$ cat config.mk
export PLATFORM = sky130hd
export DESIGN_NAME = reminder_countdown
export DESIGN_NICKNAME = d
export VERILOG_FILES = /design/src/rtl/reminder_countdown.sv
export SDC_FILE = /design/constraint.sdc
export NUM_CORES = 1
export LEC_CHECK = 0
export CORE_ASPECT_RATIO = 1.4
export CORE_UTILIZATION = 50
export DETAILED_ROUTE_END_ITERATION = 10
export PLACE_DENSITY = 0.84
export SETUP_SLACK_MARGIN = 0.02
export SLEW_MARGIN = 20
export SYNTH_ARGS = -nofsm -noshare
export SYNTH_HDL_FRONTEND = slang
export SYNTH_SLANG_ARGS = --single-unit
export TNS_END_PERCENT = 10
$ cat constraint.sdc
create_clock -name clk -period 1.71 [get_ports clk]
set_input_delay 0.342 -clock clk [delete_from_list [all_inputs] [get_ports clk]]
set_output_delay 0.342 -clock clk [all_outputs]
set_load 0.005 [all_outputs]
$ cat src/rtl/reminder_countdown.sv
// ---------------------------------------------------------------------------
// reminder_countdown
//   Drink-reminder countdown timer. A programmed interval (whole minutes) is
//   counted down to 00:00 as MM:SS, one step per second. When it expires, a
//   latched alert is raised. Acknowledging the alert reloads the interval and
//   restarts the countdown, or returns to IDLE if the interval is zero.
//   minutes/seconds stay within 0..59, so they can feed a 6-bit binary-to-BCD
//   display stage directly.
//
// Parameters
//   TICKS_PER_SEC : clk cycles per one-second step (>= 2)
//   MAX_MIN       : largest accepted interval in minutes (<= 59)
//
// Ports
//   clk      in   system clock, rising edge
//   reset    in   synchronous active-high reset, returns to IDLE
//   start    in   pulse: begin from IDLE or resume from PAUSED
//   pause    in   pulse: freeze the countdown (RUN only)
//   ack      in   pulse: clear alert, reload and restart (ALERT only)
//   set_min  in   interval in minutes, sampled on start (IDLE) and on ack
//   minutes  out  remaining minutes, binary 0..59
//   seconds  out  remaining seconds, binary 0..59
//   running  out  1 while in RUN
//   alert    out  1 while in ALERT
// ---------------------------------------------------------------------------
module reminder_countdown #(
    parameter int TICKS_PER_SEC = 50_000_000,
    parameter int MAX_MIN       = 59
) (
    input  logic       clk,
    input  logic       reset,
    input  logic       start,
    input  logic       pause,
    input  logic       ack,
    input  logic [5:0] set_min,
    output logic [5:0] minutes,
    output logic [5:0] seconds,
    output logic       running,
    output logic       alert
);

    localparam int              PW        = $clog2(TICKS_PER_SEC);
    localparam logic [PW-1:0]   P_LAST    = PW'(TICKS_PER_SEC - 1);
    localparam logic [5:0]      MAX_MIN_L = 6'(MAX_MIN);

    typedef enum logic [1:0] {
        S_IDLE   = 2'd0,
        S_RUN    = 2'd1,
        S_PAUSED = 2'd2,
        S_ALERT  = 2'd3
    } state_t;

    state_t        r_state;
    state_t        w_state_nxt;
    logic [PW-1:0] r_presc;
    logic [5:0]    r_min;
    logic [5:0]    r_sec;
    logic          r_running;
    logic          r_alert;

    logic [5:0]    w_load_val;
    logic          w_load_ok;
    logic          w_sec_tick;
    logic          w_expire;
    logic          w_load;
    logic          w_running_nxt;
    logic          w_alert_nxt;

    // Interval clamped to MAX_MIN; zero means "nothing to count".
    assign w_load_val = (set_min > MAX_MIN_L) ? MAX_MIN_L : set_min;
    assign w_load_ok  = (w_load_val != 6'd0);

    // The prescaler only advances in RUN, so the tick can only occur there.
    assign w_sec_tick = (r_state == S_RUN) && (r_presc == P_LAST);

    // The only step that lands on 00:00 is 00:01 -> 00:00; a borrow from
    // minutes always leaves seconds at 59.
    assign w_expire   = w_sec_tick && (r_min == 6'd0) && (r_sec == 6'd1);

    // State register
    always_ff @(posedge clk) begin
        if (reset) begin
            r_state <= S_IDLE;
        end else begin
            r_state <= w_state_nxt;
        end
    end

    // Next-state logic; only the input meaningful in the current state acts.
    always_comb begin
        w_state_nxt = r_state;
        w_load      = 1'b0;
        case (r_state)
            S_IDLE: begin
                if (start && w_load_ok) begin
                    w_state_nxt = S_RUN;
                    w_load      = 1'b1;
                end
            end
            S_RUN: begin
                // Expiry takes precedence: a pause on the final tick must not
                // leave the timer parked at 00:00 without an alert.
                if (w_expire) begin
                    w_state_nxt = S_ALERT;
                end else if (pause) begin
                    w_state_nxt = S_PAUSED;
                end
            end
            S_PAUSED: begin
                if (start) begin
                    w_state_nxt = S_RUN;
                end
            end
            S_ALERT: begin
                if (ack) begin
                    if (w_load_ok) begin
                        w_state_nxt = S_RUN;
                        w_load      = 1'b1;
                    end else begin
                        w_state_nxt = S_IDLE;
                    end
                end
            end
            default: begin
                w_state_nxt = S_IDLE;
            end
        endcase
    end

    // Output decode from the next state, registered below so the flags
    // change on the same edge as the state itself.
    always_comb begin
        w_running_nxt = (w_state_nxt == S_RUN);
        w_alert_nxt   = (w_state_nxt == S_ALERT);
    end

    always_ff @(posedge clk) begin
        if (reset) begin
            r_running <= 1'b0;
            r_alert   <= 1'b0;
        end else begin
            r_running <= w_running_nxt;
            r_alert   <= w_alert_nxt;
        end
    end

    // Prescaler and MM:SS countdown
    always_ff @(posedge clk) begin
        if (reset) begin
            r_presc <= '0;
            r_min   <= 6'd0;
            r_sec   <= 6'd0;
        end else if (w_load) begin
            r_presc <= '0;
            r_min   <= w_load_val;
            r_sec   <= 6'd0;
        end else if (r_state == S_RUN) begin
            // Counting continues on a pause edge, so a coinciding tick still
            // decrements; PAUSED then holds the prescaler for a clean resume.
            r_presc <= w_sec_tick ? '0 : r_presc + 1'b1;
            if (w_sec_tick) begin
                if (r_sec != 6'd0) begin
                    r_sec <= r_sec - 6'd1;
                end else if (r_min != 6'd0) begin
                    r_min <= r_min - 6'd1;
                    r_sec <= 6'd59;
                end
            end
        end
    end

    assign minutes = r_min;
    assign seconds = r_sec;
    assign running = r_running;
    assign alert   = r_alert;

endmodule

==> results of run 1 <==
-- metal layers --
layer  GRT usage [%]  vias to the layer above  wire length [um]
met5               0                        -                 0
met4            13.5                        0               234
met3            4.83                       19               252
met2            46.1                       64              3490
met1            24.4                     1109              2370
li1                -                     1132                 -
-- repair_timing --
item                                    CTS  global route
pin swaps                                 5             8
endpoints found under the hold margin     0             0
buffers inserted                          0             2
endpoints found under the setup margin   40            42
hold buffers                              0             0
resized for setup                        18            26
-- synth_stat cells, types with 2 or more instances --
cell type	number	area share (%)
and4_1	5	1.9
dfxtp_1	42	36
nor3_1	9	1.9
nand2_1	15	2.4
and2_1	7	1.9
a211o_1	2	0.75
nand2b_1	3	0.80
a311oi_1	2	0.75
nor2_1	36	5.8
clkbuf_1	3	0.48
nor4_1	5	1.3
nand3_1	12	2.6
and3_1	4	1.1
o211ai_1	2	0.64
a21oi_1	9	1.9
a31oi_1	3	0.80
inv_1	20	3.2
nor4_2	4	2.1
xnor2_1	22	8.2
or3_1	3	0.80
nand4_1	4	1.1
nand4_2	2	1.1
ha_1	9	4.8
o21ai_0	3	0.64
a211oi_1	4	1.3
nor3b_1	2	0.64
nor2b_1	4	1.1
xor2_1	6	2.2
o211a_1	2	0.86
buf_2	3	0.64
nand3b_1	2	0.64
a21o_1	2	0.64
-- sequential cells by signal (all words and copies together), names as in the netlist --
| register | cells |
|---|---|
| seconds | 6 |
| r_state | 2 |
| alert | 1 |
| minutes | 6 |
| r_presc | 26 |
| running | 1 |
-- critical path: cells and delay by family (launching register included) --
family	cells	cell delay (ns)
AO/OA/AOI/OAI	2	0.62
AND/OR/NAND/NOR	2	0.44
flip-flops	1	0.32
buffers and inverters	1	0.20
XOR/XNOR	1	0.12
-- final cells by class --
type,instances,area (um2),area share (%)
sequential,42,848,25.0
timing repair buffer,89,738,21.7
multi-input combinational,201,1560,46.0
clock buffer,6,82.6,2.43
tap,62,77.6,2.29
clock inverter,2,12.5,0.369
inverter,20,75.1,2.21
-- stage by stage --
stage          hold WS [ns]  TNS [ns]  utilization, %
6_report              0.485    -0.358            75.4
5_1_grt               0.514     -1.36            75.4
3_3_place_gp          0.468     -9.63            69.5
2_1_floorplan         0.458   -0.0452               -
4_1_cts               0.491    -0.389            72.9
3_5_place_dp          0.480    -11.23            69.5
-- cells by family (layout without fill, tap and decap cells) --
family,Yosys count,in the layout
simple gates,125,125
compound gates,39,39
buf+inv,28,117
flops,42,42
fa+ha+maj,9,9
xor+xnor,28,28
-- worst paths after layout --
kind / cells after the start / startpoint / endpoint / slack [ns]
min: 2 / r_presc[1]$_SDFFE_PP0P_ / r_presc[1]$_SDFFE_PP0P_ / 0.48
min reg2reg: 2 / r_presc[1]$_SDFFE_PP0P_ / r_presc[1]$_SDFFE_PP0P_ / 0.48
max reg2reg: 6 / minutes[2]$_SDFFE_PP0P_ / minutes[5]$_SDFFE_PP0P_ / -0.06
max: 6 / minutes[2]$_SDFFE_PP0P_ / minutes[5]$_SDFFE_PP0P_ / -0.06
-- power breakdown --
part | internal (mW) | total (mW) | switching [mW]
registers | 1.01 | 1.03 | 0.0225
logic | 0.258 | 0.489 | 0.231
clock network | 0.325 | 0.680 | 0.355
total | 1.59 | 2.20 | 0.608
==> impl.org, run 1 <==
** Drt
- Summed over all layers, the routed wires come to between 6000 and 7000 um.
- Count of antenna-violating nets left after detailed routing :: 0
- TritonRoute pass-1 iters :: 4
- After detailed routing, the number of remaining DRC violations is 0.
- Dividing the detail-routed wire length by the instance count gives about 15 um.
- Detailed routing inserted a total of between 2k and 2.5k vias.
- In this run, the number of DRC markers left after iteration 0 of detailed routing was approximately 120.
- Post-DR vias/cell :: 5.51

** Synth
- Post-synth EDFFs :: 0
- Predominant post-synthesis flop cell :: dfxtp_1
- Counting every net in the synthesized netlist gives 291.
- After synthesis, the share of flip-flops with an asynchronous set or reset is 0%.
- Fraction of the mapped netlist area in simple logic gates :: a little under a third
- Sequential-to-total area share from yosys stat :: a little over a third
- Mapped cell area :: 2340 um2
- Dividing the synthesized area by the synthesized cell count gives ~8.6 um2.
- Post-synthesis share of cell area spent on full adders, half adders and majority gates :: 4.82%
- In this run, synthesis produced a sequential element count of 42.
- By area, the combinational part of the netlist is dominated by simple AND/OR/NAND/NOR gates.
- The synthesized netlist devotes 12.8% of its cell area to compound gates.
- After Yosys synthesis, XOR and XNOR cells account for between 10% and 20% of the synthesized area.
- Number of cells produced by synthesis :: around 270
- Yosys mapped the design onto between 50 and 60 distinct sky130hd cell types.
- Measured against the total synthesized area, the mux share comes to 0%.
- Yosys printed 0 warnings.

** Placed design
- Place WS :: -0.396 ns
- Port buffering added 24 buffers.
- Routability cong. :: between 0.8 and 0.9
- After legalization and detailed placement, the total HPWL measured ~4500 um.
- The placed instances occupy a cell area of 3130 um2.
- After detailed placement, the design holds a cell count of roughly 410.

** Clock tree
- Insertion delay of the later-clocked pin in the worst-skew pair :: 0.30 ns
- The tree is rooted in a clkbuf_8.
- The tree built by TritonCTS fans out to between 40 and 50 sinks.
- TritonCTS built the clock tree.
- The H-tree was split into 2 levels.
- The clock passes through at most 2 buffers.
- TritonCTS created 5 clock buffers.
- After clock tree synthesis, the clock-pin slew on the worst setup and hold paths is about 0.08 ns.

** Critical path
- Nature of the critical path startpoint :: register
- The critical path in this run is classified as register to register.
- Of all nets on the critical path, the largest fanout is 6.
- Type of element capturing the critical path :: register
- On the worst path, the slowest cell contributes a delay of about 0.42 ns.
- Traced cell by cell, the critical path runs through or3_4 > o311ai_4 > buf_4 > nor4_2 > xnor2_1 > a211oi_1.
- At the worst endpoint, the required time is 1.93 ns.
- Critical Path AT :: 1.99 ns
- Cell with the largest stage delay on the worst path :: o311ai_4

** STA
- Number of max-slew violations in the final report :: 0
- Transition time at the pin with the least slew margin :: ~0.46 ns
- After layout, the worst setup slack is -0.0621 ns.
- Setup violations remaining at the end of the flow were counted as 8.
- The final hold violation count was 0.
- Clock skew on the completed layout was measured at approximately 0.01 ns.
- After layout, the worst path uses 104% of the clock period.
- Final min period :: approximately 1.8 ns
- In this run the tightest slew margin relative to its limit is slightly below 70%.
- Timing-limited maximum frequency :: approximately 0.56 GHz
- RSZ-0062 raised after global routing :: true

** Final layout
- Area growth, synth to finish :: 45.2%
- For this run, the post-layout net count is between 300 and 400.
- In the final layout, the share of cells above drive strength 1 is between 30 and 40%.
- Counting the fill cells in the layout gives between 300 and 400.
- Non-Filler Instances :: around 420
- After routing the design area is about 3400 um2.
- Most common cell after layout, fill and taps aside :: buf_4
- Most frequent cells in the layout :: buf_4, dfxtp_1, nor2_1, xnor2_1, clkdlybuf4s50_1
- Antenna Diode Count :: 0

** GRT
- Wire length of the first global-routing pass :: around 9500 um
- The number of global-route vias before repair came to around 2.3k.
- In the global route stage, overall resource usage came out at roughly a quarter.
- Summed over all layers, the global routing overflow is 0.
- The number of antenna violations at the first check in global routing was 0.
- Entering global routing, the biggest net connects 25 pins.

** Floorplanning
- Placeable core region :: 4500 um2
- Io pins :: 25
- Initial Utilization :: 52.0%
- Num rows :: 29
- From bottom edge to top edge, the die measures a little over 80 um.
- Die width :: about 60 um
- The die covers between 4000 and 5000 um2.

** Pwr
- For this design the static power due to leakage is around 1.4 nW.
- Power comes to 2.20 mW.
- Across the VDD grid, the largest voltage drop is 733 uV.
- Power spread over the standard cell area amounts to roughly 650 nW/um2.

** Hold path
- The tightest min-delay check is of the register to register type.

** Run status
- The final reports fail on negative setup slack.
- The flow ran to the end, but the final reports show violations.

** Job
- The tool flagged a number of max-cap violations equal to 0.
Note: power is estimated with default switching activity, not from simulation.
==> inputs of run 2 (changes only) <==
--- a/config.mk
+++ b/config.mk
@@ -8,7 +8,7 @@
 export CORE_ASPECT_RATIO = 1.4
 export CORE_UTILIZATION = 50
 export DETAILED_ROUTE_END_ITERATION = 10
-export PLACE_DENSITY = 0.84
+export PLACE_DENSITY = 0.81
 export SETUP_SLACK_MARGIN = 0.02
 export SLEW_MARGIN = 20
 export SYNTH_ARGS = -nofsm -noshare
==> constraint.sdc (replaced) <==
create_clock -name clk -period 1.8 [get_ports clk]
set_input_delay 0.36 -clock clk [delete_from_list [all_inputs] [get_ports clk]]
set_output_delay 0.36 -clock clk [all_outputs]
set_load 0.005 [all_outputs]
==> run 2 against run 1 <==
  * Critical endpoint is now minutes[1]$_SDFFE_PP0P_
  * Critical path type unchanged
  * Maximum frequency down 7.7%
  * Largest power group unchanged
  * The flow still finishes with violations (negative setup slack)
  * Via count rose by 4.8%
  * Die area unchanged
  * Sequential cell count unchanged
  * Clock power grew 10%
==> impl.org, run 2 (same netlist as run 1, synthesis figures left out) <==
** Placed design
- Prior to clock tree synthesis, the placed netlist has a worst setup slack of -0.375 ns.
- Summing all placed instances gives a cell area of slightly above 3000 um2.
- Routability cong. :: 0.859
- HPWL after detailed placement :: approximately 4300 um
- Input and output buffers added on the ports amount to 24.
- Placed Cells :: around 400

** Floorplanning
- Die width :: around 60 um
- Num rows :: 29
- Full die area :: 4960 um2
- Initial Utilization :: between 50% and 60%
- Overall die height :: between 80 and 90 um
- Placeable core region :: ~4500 um2
- In this run the count of I/O pins placed on the die edge is 25.

** Final layout
- Flip-flop count of the largest register, all copies and words added :: 26
- Most frequent cells in the layout :: buf_4, nor2_1, dfxtp_1, xnor2_1, clkdlybuf4s50_1
- The multi-input combinational cells in the finished layout cover a total of 1580 um2.
- The finished cells cover ~3400 um2.
- Fraction of final layout cells with drive strength greater than 1 :: roughly a third
- The net count of the finished layout is approximately 380.
- Leaving out fill and tap cells, the most frequent cell in the layout is buf_4.
- Summing all flip-flop and latch instances after layout gives ~850 um2.
- The count of cells in the finished layout, fillers not included, comes to approximately 420.
- Post-Route Utilization :: between 70 and 80%
- Area growth, synth to finish :: 47.1%
- Largest reg by FF count :: r_presc
- Fill cells in the final layout number between 200 and 300.
- Antenna Diode Count :: 0

** Clock tree
- Clock tree synthesis inserted a total of 5 buffers.
- The tree is rooted in a clkbuf_8.
- H-tree level count :: 2
- Buffers inserted to repair hold after CTS numbered 0.
- Longest Clk Path Bufs :: 2
- TritonCTS built the clock tree.
- Insertion delay of the later-clocked pin in the worst-skew pair :: around 0.31 ns
- Post-CTS clock slew at the launch and capture registers of the worst setup and hold paths :: 0.09 ns
- The clock drives 42 sinks.

** Run status
- The flow ran to the end, but the final reports show violations.
- Failing checks :: negative setup slack

** STA
- Setup WS post-layout :: -0.120 ns
- Clock tree skew after final layout :: just under 0.01 ns
- The final-report max-slew violation count came to 0.
- Summed over all failing endpoints, the final setup total negative slack is -0.219 ns.
- Final hold analysis gives a worst-case slack of around 0.50 ns.
- Headroom to the max-slew limit :: between 50 and 60%
- For this run, the top clock speed supported by timing is approximately 0.52 GHz.
- Setup violations remaining at the end of the flow were counted as 6.
- Final min period :: 1.92 ns
- Portion of the clock cycle consumed by the worst path in the final layout :: 107%
- The final hold violation count came to 0.
- RSZ-0062 raised after global routing :: true
- For the pin with the worst max-slew slack, the measured transition is roughly 0.70 ns.

** Critical path
- The largest individual stage delay along the critical path comes from the cell or4_1.
- Number of cells traversed by the worst register-to-register path :: 6
- The signal on the critical path passes through and4bb_2 > nand4_2 > buf_4 > or4_1 > o211ai_1 > a21oi_1.
- Required time at the endpoint of the critical path :: around 2.0 ns
- Critical Path AT :: roughly 2.1 ns
- The worst register-to-register path begins at r_presc[7]$_SDFFE_PP0P_.
- STA classifies the critical path endpoint as a register.
- Crit path from :: r_presc[7]$_SDFFE_PP0P_
- Worst reg2reg setup slack :: -0.12 ns
- Worst setup path endpoint :: minutes[1]$_SDFFE_PP0P_
- Delay contributed by the slowest stage of the critical path :: around 0.53 ns
- Along the worst path, the maximum fanout reaches 6.
- RR Endpoint :: minutes[1]$_SDFFE_PP0P_
- STA classifies the critical path startpoint as a register.
- By startpoint and endpoint, the worst setup path is classified as register to register.

** Drt
- Post-Route WL :: approximately 7600 um
- After detailed routing, the number of vias per cell comes to just under 6.
- The count of nets left with antenna violations once routing finished came out at 0.
- After the first detailed-routing iteration, the DRC count stood at 195.
- For this block, the via count after detailed routing is 2435.
- Dividing the detail-routed wire length by the instance count gives approximately 18 um.
- For this run, design rule violations remaining after detail routing come to 0.
- The pre-antenna-repair detailed-routing pass consisted of 4 iterations.

** Job
- Max Cap Violations :: 0

** Pwr
- The completed layout was analyzed and its total power is 2.33 mW.
- In this run the static leakage power is 1.39 nW.
- Peak supply drop :: approximately 490 uV
- Power spread over the standard cell area amounts to slightly below 700 nW/um2.

** GRT
- For this run, the total global-route usage over all layers was measured as between 20% and 30%.
- Entering global routing, the biggest net connects 25 pins.
- After global routing the overflow that remains totals 0.
- The first global-routing pass estimated between 9000 and 10000 um of wire.
- The number of antenna violations at the first check in global routing is 0.
- The number of global-route vias before repair is between 2k and 2.5k.

** Hold path
- Class of the most critical hold timing path :: register to register
-- run 2: cell count changes in the layout (fill, tap and decap cells not counted), moves of 3 or more --
cell            before  now
buf_4               64   60
inv_2                1    4
dfxtp_1             38   34
dlymetal6s2s_1       0    3
dfxtp_2              3    8
nor4_2               7    4
inv_1               19   16
-- run 2: how the worst min path moves through the flow --
stage / from / end / slack [ns] / depth (start not counted)
2_1_floorplan: r_presc[1]$_SDFFE_PP0P_ / r_presc[1]$_SDFFE_PP0P_ / 0.46 / 2
3_3_place_gp: r_presc[1]$_SDFFE_PP0P_ / r_presc[1]$_SDFFE_PP0P_ / 0.47 / 2
3_5_place_dp: r_presc[6]$_SDFFE_PP0P_ / r_presc[6]$_SDFFE_PP0P_ / 0.51 / 2
4_1_cts: r_presc[1]$_SDFFE_PP0P_ / r_presc[1]$_SDFFE_PP0P_ / 0.53 / 2
5_1_grt: r_presc[1]$_SDFFE_PP0P_ / r_presc[1]$_SDFFE_PP0P_ / 0.53 / 2
6_report: seconds[3]$_SDFFE_PP0P_ / seconds[3]$_SDFFE_PP0P_ / 0.50 / 2
-- run 2: critical path, delay by kind of cell, from the launching register on --
family | cells | cell delay [ns]
flip-flops | 1 | 0.37
AND/OR/NAND/NOR | 3 | 0.98
buffers and inverters | 1 | 0.19
AO/OA/AOI/OAI | 2 | 0.26
-- run 2: routing by layer --
layer / up-vias / wire length, um / GRT usage [%]
li1: 1126 / - / -
met1: 1159 / 2710 / 26.2
met2: 106 / 4060 / 45.8
met3: 44 / 348 / 4.05
met4: 0 / 450 / 13.3
met5: - / 0 / 0
-- run 2: layout make-up --
cell class,count,area share (%)
timing repair buffer,86,21.6
multi-input combinational,201,46.1
inverter,20,2.18
tap,62,2.26
clock inverter,3,1.16
sequential,42,24.7
clock buffer,5,2.00
-- run 2: timing repair --
action                                  4_1_cts  5_1_grt
cloned                                        0        1
gates resized for setup                      12       38
endpoints found under the setup margin       40       41
pin swaps                                     4       17
buffers inserted                              4        5
-- run 2: where the power goes --
group | internal [mW] | switching [mW] | total (mW) | leakage [nW]
clock | 0.408 | 0.339 | 0.748 | 0.0579
combinational | 0.318 | 0.284 | 0.601 | 0.988
sequential | 0.958 | 0.0226 | 0.980 | 0.344
total | 1.68 | 0.646 | 2.33 | 1.39
==> inputs of run 3 (changes only) <==
--- a/config.mk
+++ b/config.mk
@@ -7,6 +7,7 @@
 export LEC_CHECK = 0
 export CORE_ASPECT_RATIO = 1.4
 export CORE_UTILIZATION = 50
+export CTS_BUF_LIST = sky130_fd_sc_hd__clkbuf_4 sky130_fd_sc_hd__clkbuf_8
 export DETAILED_ROUTE_END_ITERATION = 10
 export PLACE_DENSITY = 0.81
 export SETUP_SLACK_MARGIN = 0.02
==> results of run 3 <==
Same layout as run 2: the final DEF is identical, and so are final timing and power.
